## src/rtl/shift_seq_pkg.sv

```systemverilog
// Shared definitions for the serial frame sequencer.
//   state_t     : frame sequencer states
//   *_LVL       : serial line levels for idle, start and stop bits
//   frame_bits  : number of bit periods in one frame
package shift_seq_pkg;

  typedef enum logic [2:0] {
    IDLE   = 3'd0,
    START  = 3'd1,
    DATA   = 3'd2,
    PARITY = 3'd3,
    STOP   = 3'd4
  } state_t;

  // Idle and stop share level 0 so a downstream register that resets to 0
  // sees no spurious edge; the start bit is the only 1 that frames a word.
  localparam logic START_LVL = 1'b1;
  localparam logic STOP_LVL  = 1'b0;
  localparam logic IDLE_LVL  = 1'b0;

  function automatic int unsigned frame_bits(input int unsigned width,
                                             input bit          parity_en);
    return width + 32'd2 + (parity_en ? 32'd1 : 32'd0);
  endfunction

endpackage

```

## src/rtl/shift_seq_ctrl_bit_timer.sv

```systemverilog
// Bit-period timer: counts 0..DIV-1 and flags the last cycle of each period.
//   clk, reset : clock, synchronous active-high reset
//   clr_i      : force the count to 0 on the next edge
//   run_i      : the next cycle is inside a frame (gates the strobe)
//   tc_o       : registered terminal-count strobe (count == DIV-1 while running)
module bit_timer #(
  parameter int unsigned DIV = 1
) (
  input  logic clk,
  input  logic reset,
  input  logic clr_i,
  input  logic run_i,
  output logic tc_o
);

  localparam int unsigned    CW   = (DIV > 1) ? $clog2(DIV) : 1;
  localparam logic [CW-1:0]  LAST = CW'(DIV - 1);

  logic [CW-1:0] cnt_q, cnt_d;
  logic          tc_q,  tc_d;

  always_comb begin
    cnt_d = cnt_q + 1'b1;
    if (clr_i || (cnt_q == LAST)) begin
      cnt_d = '0;
    end
    // Strobe is precomputed from the next count so it lines up with it.
    tc_d = run_i && (cnt_d == LAST);
  end

  always_ff @(posedge clk) begin
    if (reset) begin
      cnt_q <= '0;
      tc_q  <= 1'b0;
    end else begin
      cnt_q <= cnt_d;
      tc_q  <= tc_d;
    end
  end

  assign tc_o = tc_q;

endmodule

```

## src/rtl/shift_seq_ctrl.sv

```systemverilog
// Frame sequencer: takes parallel words over valid/ready and emits each as a
// serial frame (start, data LSB first, optional even parity, stop) with a
// per-bit sample strobe for a downstream shift register.
//   clk, reset  : clock, synchronous active-high reset
//   valid_i     : upstream word valid
//   data_i      : parallel word, captured on handshake only
//   ready_o     : idle, can accept a word
//   x_o         : serial line
//   shift_en_o  : strobe on the last cycle of each bit period
//   busy_o      : frame in progress
//   done_o      : one-cycle pulse after the stop bit completes
module shift_seq_ctrl
  import shift_seq_pkg::*;
#(
  parameter int unsigned WIDTH     = 4,
  parameter int unsigned DIV       = 1,
  parameter bit          PARITY_EN = 1'b1
) (
  input  logic             clk,
  input  logic             reset,
  input  logic             valid_i,
  input  logic [WIDTH-1:0] data_i,
  output logic             ready_o,
  output logic             x_o,
  output logic             shift_en_o,
  output logic             busy_o,
  output logic             done_o
);

  localparam int unsigned   IW       = (WIDTH > 1) ? $clog2(WIDTH) : 1;
  localparam logic [IW-1:0] LAST_IDX = IW'(WIDTH - 1);

  state_t           state_q, state_d;
  logic [WIDTH-1:0] data_q,  data_d;
  logic [IW-1:0]    idx_q,   idx_d;
  logic             x_q,     x_d;
  logic             ready_q, ready_d;
  logic             busy_q;
  logic             done_q,  done_d;
  logic             tc;

  // Counter is held at 0 throughout IDLE so the first start-bit cycle is count 0.
  bit_timer #(
    .DIV (DIV)
  ) u_bit_timer (
    .clk   (clk),
    .reset (reset),
    .clr_i (state_q == IDLE),
    .run_i (state_d != IDLE),
    .tc_o  (tc)
  );

  always_comb begin
    state_d = state_q;
    data_d  = data_q;
    idx_d   = idx_q;
    done_d  = 1'b0;

    unique case (state_q)
      IDLE: begin
        if (valid_i && ready_q) begin
          state_d = START;
          data_d  = data_i;
          idx_d   = '0;
        end
      end
      START: begin
        if (tc) begin
          state_d = DATA;
          idx_d   = '0;
        end
      end
      DATA: begin
        if (tc) begin
          if (idx_q == LAST_IDX) begin
            state_d = PARITY_EN ? PARITY : STOP;
          end else begin
            idx_d = idx_q + 1'b1;
          end
        end
      end
      PARITY: begin
        if (tc) begin
          state_d = STOP;
        end
      end
      STOP: begin
        if (tc) begin
          state_d = IDLE;
          done_d  = 1'b1;
        end
      end
      default: state_d = IDLE;
    endcase

    ready_d = (state_d == IDLE);

    // Line level is decoded from next-state values so x_o can be a register.
    unique case (state_d)
      START:   x_d = START_LVL;
      DATA:    x_d = data_d[idx_d];
      PARITY:  x_d = ^data_d;
      STOP:    x_d = STOP_LVL;
      default: x_d = IDLE_LVL;
    endcase
  end

  always_ff @(posedge clk) begin
    if (reset) begin
      state_q <= IDLE;
      data_q  <= '0;
      idx_q   <= '0;
      x_q     <= IDLE_LVL;
      ready_q <= 1'b1;
      busy_q  <= 1'b0;
      done_q  <= 1'b0;
    end else begin
      state_q <= state_d;
      data_q  <= data_d;
      idx_q   <= idx_d;
      x_q     <= x_d;
      ready_q <= ready_d;
      busy_q  <= ~ready_d;
      done_q  <= done_d;
    end
  end

  assign ready_o    = ready_q;
  assign busy_o     = busy_q;
  assign x_o        = x_q;
  assign done_o     = done_q;
  assign shift_en_o = tc;

endmodule

```

## config.mk

```make
export PLATFORM = sky130hd
export DESIGN_NAME = shift_seq_ctrl
export DESIGN_NICKNAME = d
export VERILOG_FILES = /design/src/rtl/shift_seq_pkg.sv /design/src/rtl/shift_seq_ctrl_bit_timer.sv /design/src/rtl/shift_seq_ctrl.sv
export SDC_FILE = /design/constraint.sdc
export NUM_CORES = 1
export LEC_CHECK = 0
export CORE_UTILIZATION = 51
export CTS_BUF_LIST = sky130_fd_sc_hd__clkbuf_16
export DETAILED_ROUTE_END_ITERATION = 8
export MAX_ROUTING_LAYER = met4
export PLACE_DENSITY = 0.82
export SLEW_MARGIN = 20
export SYNTH_ARGS = -nofsm -noshare
export SYNTH_HDL_FRONTEND = slang
export SYNTH_HIERARCHICAL = 1
export SYNTH_SLANG_ARGS = --single-unit
```

## constraint.sdc

```tcl
create_clock -name clk -period 1.8 [get_ports clk]
set_input_delay 0.36 -clock clk [delete_from_list [all_inputs] [get_ports clk]]
set_output_delay 0.36 -clock clk [all_outputs]
set_load 0.01 [all_outputs]
```

== Yosys cells after proc, flatten, opt, wreduce, memory -nomap -nowiden ==
Cells that the tools add are included.

* Output and inout port bits: 5
* Word-level logic and storage cells: 51
* Bits in registers: 15
* Bits of input ports: 7

* Bitwise logic cells: 4
* Eq/ne operators: 8
* $lt $le $gt $ge: 1
* Muxes and demuxes: 19
* Add/subtract/negate cells: 2
* Reduce and logical (&&, ||, !) cells: 8

{| class="wikitable"
|+ Operator list
! cell !! count
|-
| 2-to-1 mux 3 bit || 6
|-
| case mux 3 bit (5 select lines) || 1
|-
| == test 3 x 2 -> 1 bit, second input constant || 4
|-
| 2-to-1 mux 2 bit || 4
|-
| 2-to-1 mux 4 bit || 2
|-
| == test 3 x 1 -> 1 bit, second input constant || 2
|-
| logical NOT 3 bit || 2
|-
| case mux 2 bit (3 select lines) || 1
|-
| inverter 1 bit || 4
|-
| parity 4 bit || 1
|-
| == test 3 bit, second input constant || 1
|-
| less-than comparator 2 x 3 -> 1 bit, second input constant || 1
|-
| 2-to-1 mux 1 bit || 3
|-
| case mux 1 bit (3 select lines) || 1
|-
| nonzero test 3 bit || 1
|-
| adder 2 x 1 -> 2 bit, second input constant || 1
|-
| binary-select mux 1 bit (select 2 bit) || 1
|-
| == test 2 bit, second input constant || 1
|-
| logical AND 1 bit || 2
|-
| OR reduction 2 bit || 1
|-
| adder 1 bit, second input constant || 1
|-
| logical OR 1 bit || 1
|}

== Longest topological paths before layout ==
Gate-level depths: netlist of run 1.

* Depth in word-level cells: 7
* Gate-level depth with buffers: 7
* Gate-level depth less buffers: 6

== Cells and area by module ==
Netlist of run 1, hierarchy kept.

{| class="wikitable"
|+ Modules (own cells, without submodules)
! module !! cells an instance !! area each (µm²) !! times used
|-
| shift_seq_ctrl || 82 || 745.7 || 1
|-
| bit_timer || 2 || 33.8 || 1
|}

== Worst setup path after synthesis of run 1 ==
OpenSTA, ideal clock, no wires.

* Path type: register to register
* From: reg u_bit_timer.tc_q, in the netlist u_bit_timer/tc_o
* To: reg x_q, in the netlist x_o
* Arrival: 1.518 ns
* Setup slack: 0.195 ns
* Stages on the path, launching flop included: 6
* Cells stage by stage: dfxtp_1 nor3b_4 and4_4 a211o_1 or3_1 o31ai_1

* Word-level cells in the longest chain between the ends: 5
* Elaborated cells between the ends (all ways): 14
* Those cells by class: 3 x eq/ne; 11 x mux

{| class="wikitable"
|+ Ends and longest elaborated chain
! element !! RTL line !! text
|-
| start, declared || shift_seq_ctrl_bit_timer.sv:20 || <nowiki>logic tc_q, tc_d;</nowiki>
|-
| start signal, assigned || shift_seq_ctrl_bit_timer.sv:37 || <nowiki>tc_q <= tc_d;</nowiki>
|-
| 2-to-1 mux 2 bit, on equally long branches || shift_seq_ctrl.sv:74, shift_seq_ctrl.sv:68 ||
|-
| case mux 2 bit (3 select lines) || shift_seq_ctrl.sv:59 || <nowiki>unique case (state_q)</nowiki>
|-
| binary-select mux 1 bit (select 2 bit) || shift_seq_ctrl.sv:101 || <nowiki>DATA: x_d = data_d[idx_d];</nowiki>
|-
| 2-to-1 mux 1 bit (not written as such) || shift_seq_ctrl.sv:101 ||
|-
| case mux 1 bit (3 select lines) (*) || shift_seq_ctrl.sv:99 || <nowiki>unique case (state_d)</nowiki>
|-
| end signal, assigned || shift_seq_ctrl.sv:113 || <nowiki>x_q <= IDLE_LVL;</nowiki>
|-
| end signal, assigned || shift_seq_ctrl.sv:121 || <nowiki>x_q <= x_d;</nowiki>
|-
| end, declared || shift_seq_ctrl.sv:36 || <nowiki>logic x_q, x_d;</nowiki>
|}

Every way passes the cells marked *; elsewhere a longest branch is shown, timed or not. The select of a mux whose other input is x is not followed.
A chain may end at the register's enable or synchronous reset.

== Final worst setup path of run 1 ==
* From: in data_i[1]
* To: reg x_q, in the netlist x_o

* Word-level cells in the longest chain between the ends: 5
* Elaborated cells between the ends (all ways): 6
* Those cells by class: 5 x mux; 1 x reduce/logical

{| class="wikitable"
|+ Ends and longest elaborated chain
! element !! RTL line !! text
|-
| start, declared || shift_seq_ctrl.sv:22 || <nowiki>input logic [WIDTH-1:0] data_i,</nowiki>
|-
| 2-to-1 mux 4 bit (*) || shift_seq_ctrl.sv:61 || <nowiki>if (valid_i && ready_q) begin</nowiki>
|-
| 2-to-1 mux 4 bit (*) || shift_seq_ctrl.sv:59 ||
|-
| binary-select mux 1 bit (select 2 bit) || shift_seq_ctrl.sv:101 ||
|-
| 2-to-1 mux 1 bit (not written as such) || shift_seq_ctrl.sv:101 ||
|-
| case mux 1 bit (3 select lines) (*) || shift_seq_ctrl.sv:99 ||
|}

Marks and branches as above.

==> results of run 1 <==
## cells by family (layout without fill, tap and decap cells)
family          after synthesis  count (layout)
compound gates               25              25
xor+xnor                      3               3
buf+inv                       9              31
flops                        14              14
mux                           2               2
simple gates                 31              31
## what timing repair did
item,in CTS,in global routing
gates resized for setup,3,6
hold buffers,0,0
endpoints found under the setup margin,1,1
pin swaps,1,1
## layer usage
layer / track usage / vias up
met3: 0.0761 / 4
met2: 0.453 / 34
li1: - / 355
met1: 0.362 / 354
met5: - / -
met4: 0.153 / 0
## layout by cell type (no fill, tap or decap), types with 2 or more instances in the layout
master and n:
sky130_fd_sc_hd__nand3_1 2, sky130_fd_sc_hd__inv_1 4, sky130_fd_sc_hd__buf_4 11, sky130_fd_sc_hd__a211o_1 2
sky130_fd_sc_hd__and2_1 2, sky130_fd_sc_hd__and2_2 2, sky130_fd_sc_hd__nand2_1 3, sky130_fd_sc_hd__xnor3_1 2
sky130_fd_sc_hd__dfxtp_1 14, sky130_fd_sc_hd__clkdlybuf4s50_1 11, sky130_fd_sc_hd__o21ai_0 4, sky130_fd_sc_hd__nor2_1 7
sky130_fd_sc_hd__mux2i_1 2, sky130_fd_sc_hd__clkbuf_16 3, sky130_fd_sc_hd__a211oi_2 2, sky130_fd_sc_hd__a21oi_1 7
## where the power goes
part | switching, W | total (W) | leakage, nW | internal (W)
clock | 0.000129 | 0.000423 | 0.0385 | 0.000294
combinational | 0.000167 | 0.000347 | 0.277 | 0.000180
sequential | 0.0000292 | 0.000373 | 0.115 | 0.000343
## worst min path at each step
| stage | from | end | slack (ns) |
|---|---|---|---|
| 5_1_grt | data_q[1] | data_q[1] | 0.60 |
| 3_3_place_gp | data_q[1] | data_q[1] | 0.54 |
| 3_5_place_dp | data_q[1] | data_q[1] | 0.55 |
| 6_report | data_q[1] | data_q[1] | 0.56 |
| 4_1_cts | data_q[1] | data_q[1] | 0.56 |
| 2_1_floorplan | reset | u_bit_timer/tc_o | 0.42 |
## flip-flops by register name, summed over array words and instances, names as in the netlist
signal and cells:
busy_o 1, data_q 4, done_o 1, idx_q 2
ready_o 1, state_q 3, u_bit_timer/tc_o 1, x_o 1
## per-stage QoR
stage,TNS (ns),instance area (um^2),hold WS [ns],utilization
after global routing,0,1070,0.602,0.786
after detailed placement,-0.486,957,0.546,0.701
after CTS,0,1050,0.561,0.767
final,0,1070,0.563,0.786
after floorplan,0,779,0.424,-
after global placement,-0.341,957,0.539,0.701
## worst max-delay path, cell delays in order
cell                              delay [ns]
sky130_fd_sc_hd__clkdlybuf4s50_1        0.43
sky130_fd_sc_hd__xnor3_1                0.40
sky130_fd_sc_hd__nor3_2                 0.05
sky130_fd_sc_hd__o211a_1                0.24
sky130_fd_sc_hd__o311ai_2               0.29
sky130_fd_sc_hd__o31ai_1                0.13
## area by class of cell
type,count,area (um^2),share of cell area
tap,15,18.8,0.0175
sequential,14,280,0.261
clock inverter,1,3.75,0.00350
multi-input combinational,61,484,0.451
clock buffer,3,75.1,0.0699
inverter,5,18.8,0.0175
timing repair buffer,22,193,0.179
==> run_summary.xml, run 1 <==
<?xml version="1.0" encoding="UTF-8"?>
<metrics>
  <group name="status">
    <metric name="outcome" unit="">complete, no violations</metric>
  </group>
  <group name="sta">
    <metric name="fin_skew" unit="ns">0.00274</metric>
    <metric name="worst_case_headroom_to_the_max_slew_limit" unit="">0.799</metric>
    <metric name="postLayoutSetupSlackWorst" unit="ns">0.0263</metric>
    <metric name="hold_viol" unit="">0</metric>
    <metric name="layout_min_cycle_time" unit="ns">1.77</metric>
    <metric name="unrepaired_setup_endpoints_after_global_routing" unit="">false</metric>
    <metric name="timing.final.setup_violations" unit="">0</metric>
    <metric name="worstMarginPinSlew" unit="ns">0.298</metric>
    <metric name="maxClockFrequency" unit="MHz">564</metric>
    <metric name="final_min_period_over_clock_period" unit="">0.985</metric>
    <metric name="timing.final.max_slew_violations" unit="">0</metric>
  </group>
  <group name="power">
    <metric name="ir_worst_vdd" unit="uV">876</metric>
    <metric name="power_density" unit="nW/um^2">1060</metric>
    <metric name="static-leakage-power" unit="nW">0.430</metric>
    <metric name="power" unit="W">0.00114</metric>
  </group>
  <group name="worst_setup_path">
    <metric name="cp_data_required_time" unit="ns">1.91</metric>
    <metric name="worst_setup_path_start_kind" unit="">input pin</metric>
    <metric name="worstPathArrival" unit="ns">1.89</metric>
    <metric name="endpoint" unit="">x_o</metric>
    <metric name="cp-end-kind" unit="">register</metric>
    <metric name="ff2ff_setup_slack" unit="ns">0.07</metric>
    <metric name="rr_endpoint" unit="">x_o</metric>
    <metric name="reg2regPathDepth" unit="">6</metric>
    <metric name="worst_setup_path_startpoint" unit="">data_i[1]</metric>
    <metric name="critical_path_class" unit="">in -&gt; reg</metric>
    <metric name="critical_path.reg2reg.startpoint" unit="">state_q[0]</metric>
    <metric name="cp_max_fo" unit="">2</metric>
  </group>
  <group name="route">
    <metric name="wire_length_reported_by_the_detailed_router" unit="mm">2.06</metric>
    <metric name="met2_wirelength_from_detailed_routing" unit="um">990</metric>
    <metric name="drt-pass1-iter-count" unit="">4</metric>
    <metric name="highest-signal-layer" unit="">met4</metric>
    <metric name="viasPerCell" unit="">6.17</metric>
    <metric name="met3_length" unit="um">130</metric>
    <metric name="drc" unit="">0</metric>
    <metric name="detail_route.iter0.violations" unit="">31</metric>
    <metric name="drt-wirelength-per-cell" unit="um">17.0</metric>
    <metric name="total_routed_wire_length_on_the_met1_layer" unit="um">904</metric>
    <metric name="vias" unit="">747</metric>
    <metric name="postRouteAntennaNets" unit="">0</metric>
  </group>
  <group name="synth">
    <metric name="synthMostInstantiatedCell" unit="">sky130_fd_sc_hd__dfxtp_1</metric>
    <metric name="synth_area" unit="um^2">779</metric>
    <metric name="synth_compound_area_frac" unit="">0.217</metric>
    <metric name="synthesis.instances" unit="">84</metric>
    <metric name="syn_area_per_cell" unit="um^2">9.28</metric>
    <metric name="synth_async_sr_flop_share" unit="">0</metric>
    <metric name="mappedNetlistNets" unit="">91</metric>
    <metric name="synth-adder-area-share" unit="">0</metric>
    <metric name="synth.area.mux_share" unit="">0.0257</metric>
    <metric name="synth_top_cell_area_share" unit="">0.360</metric>
    <metric name="synth_seq_area_share" unit="">0.360</metric>
    <metric name="synth-main-ff-cell" unit="">sky130_fd_sc_hd__dfxtp_1</metric>
    <metric name="yosys.area.top_type" unit="">sky130_fd_sc_hd__dfxtp_1</metric>
    <metric name="synth_area_leaders" unit="">sky130_fd_sc_hd__dfxtp_1, sky130_fd_sc_hd__xnor3_1, sky130_fd_sc_hd__a21oi_1</metric>
    <metric name="synth.ff_latch_count" unit="">14</metric>
    <metric name="synth-xor-area-share" unit="">0.0690</metric>
    <metric name="synth.top_cells.by_count" unit="">sky130_fd_sc_hd__dfxtp_1, sky130_fd_sc_hd__a21oi_1, sky130_fd_sc_hd__nor2_1</metric>
    <metric name="synthSimpleGateAreaFrac" unit="">0.262</metric>
    <metric name="ys.warnings.count" unit="">6</metric>
    <metric name="synthDistinctLibCells" unit="">39</metric>
    <metric name="synth-edff-count" unit="">0</metric>
    <metric name="synth_top_family_by_area" unit="">simple AND/OR/NAND/NOR gates</metric>
  </group>
  <group name="global_routing">
    <metric name="grt_usage" unit="">0.299</metric>
    <metric name="global_route.overflow_total" unit="">0</metric>
    <metric name="first_global_vias" unit="">677</metric>
    <metric name="wire_length_of_the_first_global_routing_pass" unit="mm">3.11</metric>
    <metric name="grt_start_max_net_pins" unit="">12</metric>
    <metric name="antenna_found_initial" unit="">0</metric>
  </group>
  <group name="clocking">
    <metric name="cts_root_buffer" unit="">sky130_fd_sc_hd__clkbuf_16</metric>
    <metric name="insertion_delay" unit="ns">0.24</metric>
    <metric name="total_number_of_h_tree_levels" unit="">1</metric>
    <metric name="cts.clk_slew.worst_paths" unit="ns">0.05</metric>
    <metric name="tritoncts" unit="">built</metric>
    <metric name="cts_made_buffers" unit="">3</metric>
    <metric name="cts.sink_count" unit="">14</metric>
    <metric name="cts_max_path_buffers" unit="">2</metric>
    <metric name="post-cts-setup-buffers" unit="">0</metric>
  </group>
  <group name="floorplan">
    <metric name="placement_rows" unit="">13</metric>
    <metric name="die_area" unit="um^2">1690</metric>
    <metric name="design.portCount" unit="">12</metric>
    <metric name="y_dimension_of_the_die" unit="um">41.1</metric>
    <metric name="fp.dieW" unit="um">41.1</metric>
    <metric name="core_area" unit="um^2">1370</metric>
    <metric name="starting_utilization_of_the_core_area" unit="">0.571</metric>
  </group>
  <group name="placement">
    <metric name="place.gp.congestion" unit="">0.876</metric>
    <metric name="dp_worst_setup_slack" unit="ns">-0.318</metric>
    <metric name="dp_hpwl" unit="mm">1.35</metric>
    <metric name="port_buffers" unit="">11</metric>
    <metric name="dp_cells" unit="">117</metric>
  </group>
  <group name="finish">
    <metric name="num-nets-final" unit="">114</metric>
    <metric name="layout-drive-gt1-share" unit="">0.283</metric>
    <metric name="stdcell_count" unit="">121</metric>
    <metric name="antenna_diode_count" unit="">0</metric>
    <metric name="areaGrowthSynthToFinish" unit="%">37.7</metric>
    <metric name="layout.filler_cells" unit="">90</metric>
  </group>
  <group name="hold_path">
    <metric name="hold_depth" unit="">2</metric>
    <metric name="hold_class" unit="">reg -&gt; reg</metric>
  </group>
  <group name="job">
    <metric name="drv_cap" unit="">0</metric>
  </group>
</metrics>
Note: power is estimated with default switching activity, not from simulation.
==> run 2, diff against run 1 <==
CORE_UTILIZATION = 46   (was 51)
PLACE_DENSITY = 0.79   (was 0.82)
clock period = 1.6 ns   (was 1.8 ns; I/O delays follow)
==> run 2 against run 1 <==
The run now ends with setup timing left. Worst hold slack worse by 0.034 ns. Flip-flop and latch count stayed put. Total power is 21% higher. Global-route usage is 5.5 points lower. Critical path depth stayed put. Register-to-register slack worse by 0.13 ns. First-iteration DRC count is 84% higher. Largest power group is now combinational logic.
==> run_summary.xml, run 2 (same netlist as run 1, synthesis figures left out) <==
<?xml version="1.0" encoding="UTF-8"?>
<metrics>
  <group name="route">
    <metric name="viasPerCell" unit="">5.87</metric>
    <metric name="postRouteAntennaNets" unit="">0</metric>
    <metric name="vias" unit="">793</metric>
    <metric name="drt-pass1-iter-count" unit="">4</metric>
    <metric name="wire_length_reported_by_the_detailed_router" unit="mm">2.17</metric>
    <metric name="drc" unit="">0</metric>
    <metric name="detail_route.iter0.violations" unit="">57</metric>
    <metric name="drt-wirelength-per-cell" unit="um">16.1</metric>
  </group>
  <group name="sta">
    <metric name="fin_skew" unit="ns">0.00189</metric>
    <metric name="timing.final.setup_violations" unit="">1</metric>
    <metric name="hold_viol" unit="">0</metric>
    <metric name="timing.final.max_slew_violations" unit="">0</metric>
    <metric name="worst_case_headroom_to_the_max_slew_limit" unit="">0.747</metric>
    <metric name="unrepaired_setup_endpoints_after_global_routing" unit="">true</metric>
    <metric name="layout_min_cycle_time" unit="ns">1.66</metric>
    <metric name="holdWs" unit="ns">0.529</metric>
    <metric name="postLayoutSetupSlackWorst" unit="ns">-0.0595</metric>
    <metric name="worstMarginPinSlew" unit="ns">0.375</metric>
    <metric name="maxClockFrequency" unit="MHz">603</metric>
    <metric name="fin_setup_tns" unit="ns">-0.0595</metric>
    <metric name="final_min_period_over_clock_period" unit="">1.04</metric>
  </group>
  <group name="status">
    <metric name="outcome" unit="">finished with violations</metric>
    <metric name="failing_checks" unit="">setup timing</metric>
  </group>
  <group name="finish">
    <metric name="layout_common_cells" unit="">sky130_fd_sc_hd__buf_4, sky130_fd_sc_hd__dfxtp_1, sky130_fd_sc_hd__nor2_1, sky130_fd_sc_hd__clkdlybuf4s50_1</metric>
    <metric name="layout-drive-gt1-share" unit="">0.462</metric>
    <metric name="layout.filler_cells" unit="">86</metric>
    <metric name="area_occupied_by_multi_input_gates" unit="um^2">529</metric>
    <metric name="largest_registers" unit="">data_q x4, state_q x3, idx_q x2</metric>
    <metric name="layout_commonest_cell" unit="">sky130_fd_sc_hd__buf_4</metric>
    <metric name="areaGrowthSynthToFinish" unit="%">58.1</metric>
    <metric name="antenna_diode_count" unit="">0</metric>
    <metric name="postLayoutCellArea" unit="um^2">1230</metric>
    <metric name="fin_util" unit="">0.800</metric>
    <metric name="num-nets-final" unit="">127</metric>
    <metric name="register_with_the_most_flip_flops" unit="">data_q</metric>
    <metric name="register_area" unit="um^2">289</metric>
    <metric name="largest_reg_flops" unit="">4</metric>
  </group>
  <group name="clocking">
    <metric name="insertion_delay" unit="ns">0.24</metric>
    <metric name="cts.sink_count" unit="">14</metric>
    <metric name="cts_made_buffers" unit="">3</metric>
    <metric name="tritoncts" unit="">built</metric>
    <metric name="cts.clk_slew.worst_paths" unit="ns">0.05</metric>
    <metric name="cts_max_path_buffers" unit="">2</metric>
    <metric name="total_number_of_h_tree_levels" unit="">1</metric>
    <metric name="ctsHoldBuffers" unit="">0</metric>
    <metric name="cts_root_buffer" unit="">sky130_fd_sc_hd__clkbuf_16</metric>
  </group>
  <group name="job">
    <metric name="drv_cap" unit="">0</metric>
  </group>
  <group name="floorplan">
    <metric name="y_dimension_of_the_die" unit="um">43.2</metric>
    <metric name="design.portCount" unit="">12</metric>
    <metric name="core_area" unit="um^2">1540</metric>
    <metric name="placement_rows" unit="">14</metric>
    <metric name="die_area" unit="um^2">1860</metric>
    <metric name="fp.dieW" unit="um">43.2</metric>
    <metric name="starting_utilization_of_the_core_area" unit="">0.506</metric>
  </group>
  <group name="placement">
    <metric name="dp_hpwl" unit="mm">1.34</metric>
    <metric name="place.gp.congestion" unit="">0.897</metric>
    <metric name="placedInstanceArea" unit="um^2">1000</metric>
    <metric name="port_buffers" unit="">11</metric>
  </group>
  <group name="worst_setup_path">
    <metric name="critical_path_class" unit="">reg -&gt; reg</metric>
    <metric name="worst_setup_path_start_kind" unit="">register</metric>
    <metric name="critical_path.slowest_cell" unit="">sky130_fd_sc_hd__or3_4</metric>
    <metric name="cp-end-kind" unit="">register</metric>
    <metric name="critical-path-top-delay-family" unit="">compound AO/OA/AOI/OAI gates</metric>
    <metric name="critical_path.n_buffers_inverters" unit="">1</metric>
    <metric name="cp_data_required_time" unit="ns">1.72</metric>
    <metric name="critical-path-max-stage-delay" unit="ns">0.42</metric>
    <metric name="series_of_cell_instances_along_the_critical_path" unit="">or3_4 &gt; inv_2 &gt; a21oi_2 &gt; o211a_1 &gt; o311ai_2 &gt; o31ai_2</metric>
    <metric name="cp_max_fo" unit="">5</metric>
    <metric name="worstPathArrival" unit="ns">1.78</metric>
  </group>
  <group name="global_routing">
    <metric name="first_global_vias" unit="">729</metric>
    <metric name="global_route.overflow_total" unit="">0</metric>
    <metric name="grt_usage" unit="">0.244</metric>
    <metric name="globalRouteMet1Util" unit="">0.340</metric>
    <metric name="wire_length_of_the_first_global_routing_pass" unit="mm">3.22</metric>
    <metric name="gr-max-usage-layer" unit="">met2</metric>
    <metric name="globalRouteMet2Util" unit="">0.346</metric>
    <metric name="grt_start_max_net_pins" unit="">12</metric>
    <metric name="antenna_found_initial" unit="">0</metric>
    <metric name="gr-usage-met3" unit="">0.0383</metric>
  </group>
  <group name="hold_path">
    <metric name="hold_class" unit="">reg -&gt; reg</metric>
  </group>
  <group name="power">
    <metric name="ir_worst_vdd" unit="uV">841</metric>
    <metric name="static-leakage-power" unit="nW">0.528</metric>
    <metric name="power_density" unit="nW/um^2">1120</metric>
    <metric name="power" unit="W">0.00138</metric>
  </group>
</metrics>
==> run 2: cell count changes in the layout (fill, tap and decap cells not counted), sizes merged <==
cell | previous run | this run
buf | 11 | 24
dlygate4sd2 | 0 | 2
dlymetal6s2s | 0 | 2
clkdlybuf4s50 | 11 | 7
==> run 2: worst register-to-register path: cells and delay by family (launching register included) <==
kind                   cells  cell delay (ns)
AO/OA/AOI/OAI              4             0.65
AND/OR/NAND/NOR            1             0.42
flip-flops                 1             0.34
buffers and inverters      1             0.11
==> run 2: per-stage QoR <==
stage	cells	setup slack (ns)
4_1_cts	131	-0.0463
2_1_floorplan	84	0.0237
5_1_grt	135	-0.110
6_report	135	-0.0595
3_3_place_gp	124	-0.400
3_5_place_dp	124	-0.453
==> run 2: cell type report <==
type                       instances  area share
timing repair buffer              35       0.241
clock buffer                       3      0.0609
sequential                        14       0.235
multi-input combinational         61       0.429
tap                               16      0.0162
clock inverter                     1     0.00305
inverter                           5      0.0152
==> run 2: timing repair <==
| item | 4_1_cts | 5_1_grt |
|---|---|---|
| hold endpoints to repair | 0 | 0 |
| setup buffers | 3 | 4 |
| gates resized for setup | 17 | 15 |
| setup endpoints to repair | 2 | 2 |
| pin swaps | 6 | 11 |
| gates cloned | 0 | 0 |
==> run 2: report_power, final <==
| group | switching [W] | internal [W] | total (W) |
|---|---|---|---|
| clock network | 0.000138 | 0.000330 | 0.000468 |
| registers | 0.0000269 | 0.000387 | 0.000414 |
| logic | 0.000228 | 0.000272 | 0.000500 |
| total | 0.000393 | 0.000989 | 0.00138 |
==> run 2: worst paths after layout <==
kind | startpoint | endpoint | slack (ns) | depth (start not counted)
max | state_q[0] | x_o | -0.06 | 6
min | data_q[0] | data_q[0] | 0.53 | 2
max reg2reg | state_q[0] | x_o | -0.06 | 6
min reg2reg | data_q[0] | data_q[0] | 0.53 | 2
==> run 2: per-layer routing <==
layer	part of all wire	wire (um)
met1	0.47	1020
met2	0.45	983
met3	0.060	130
met4	0.016	35
met5	0	0
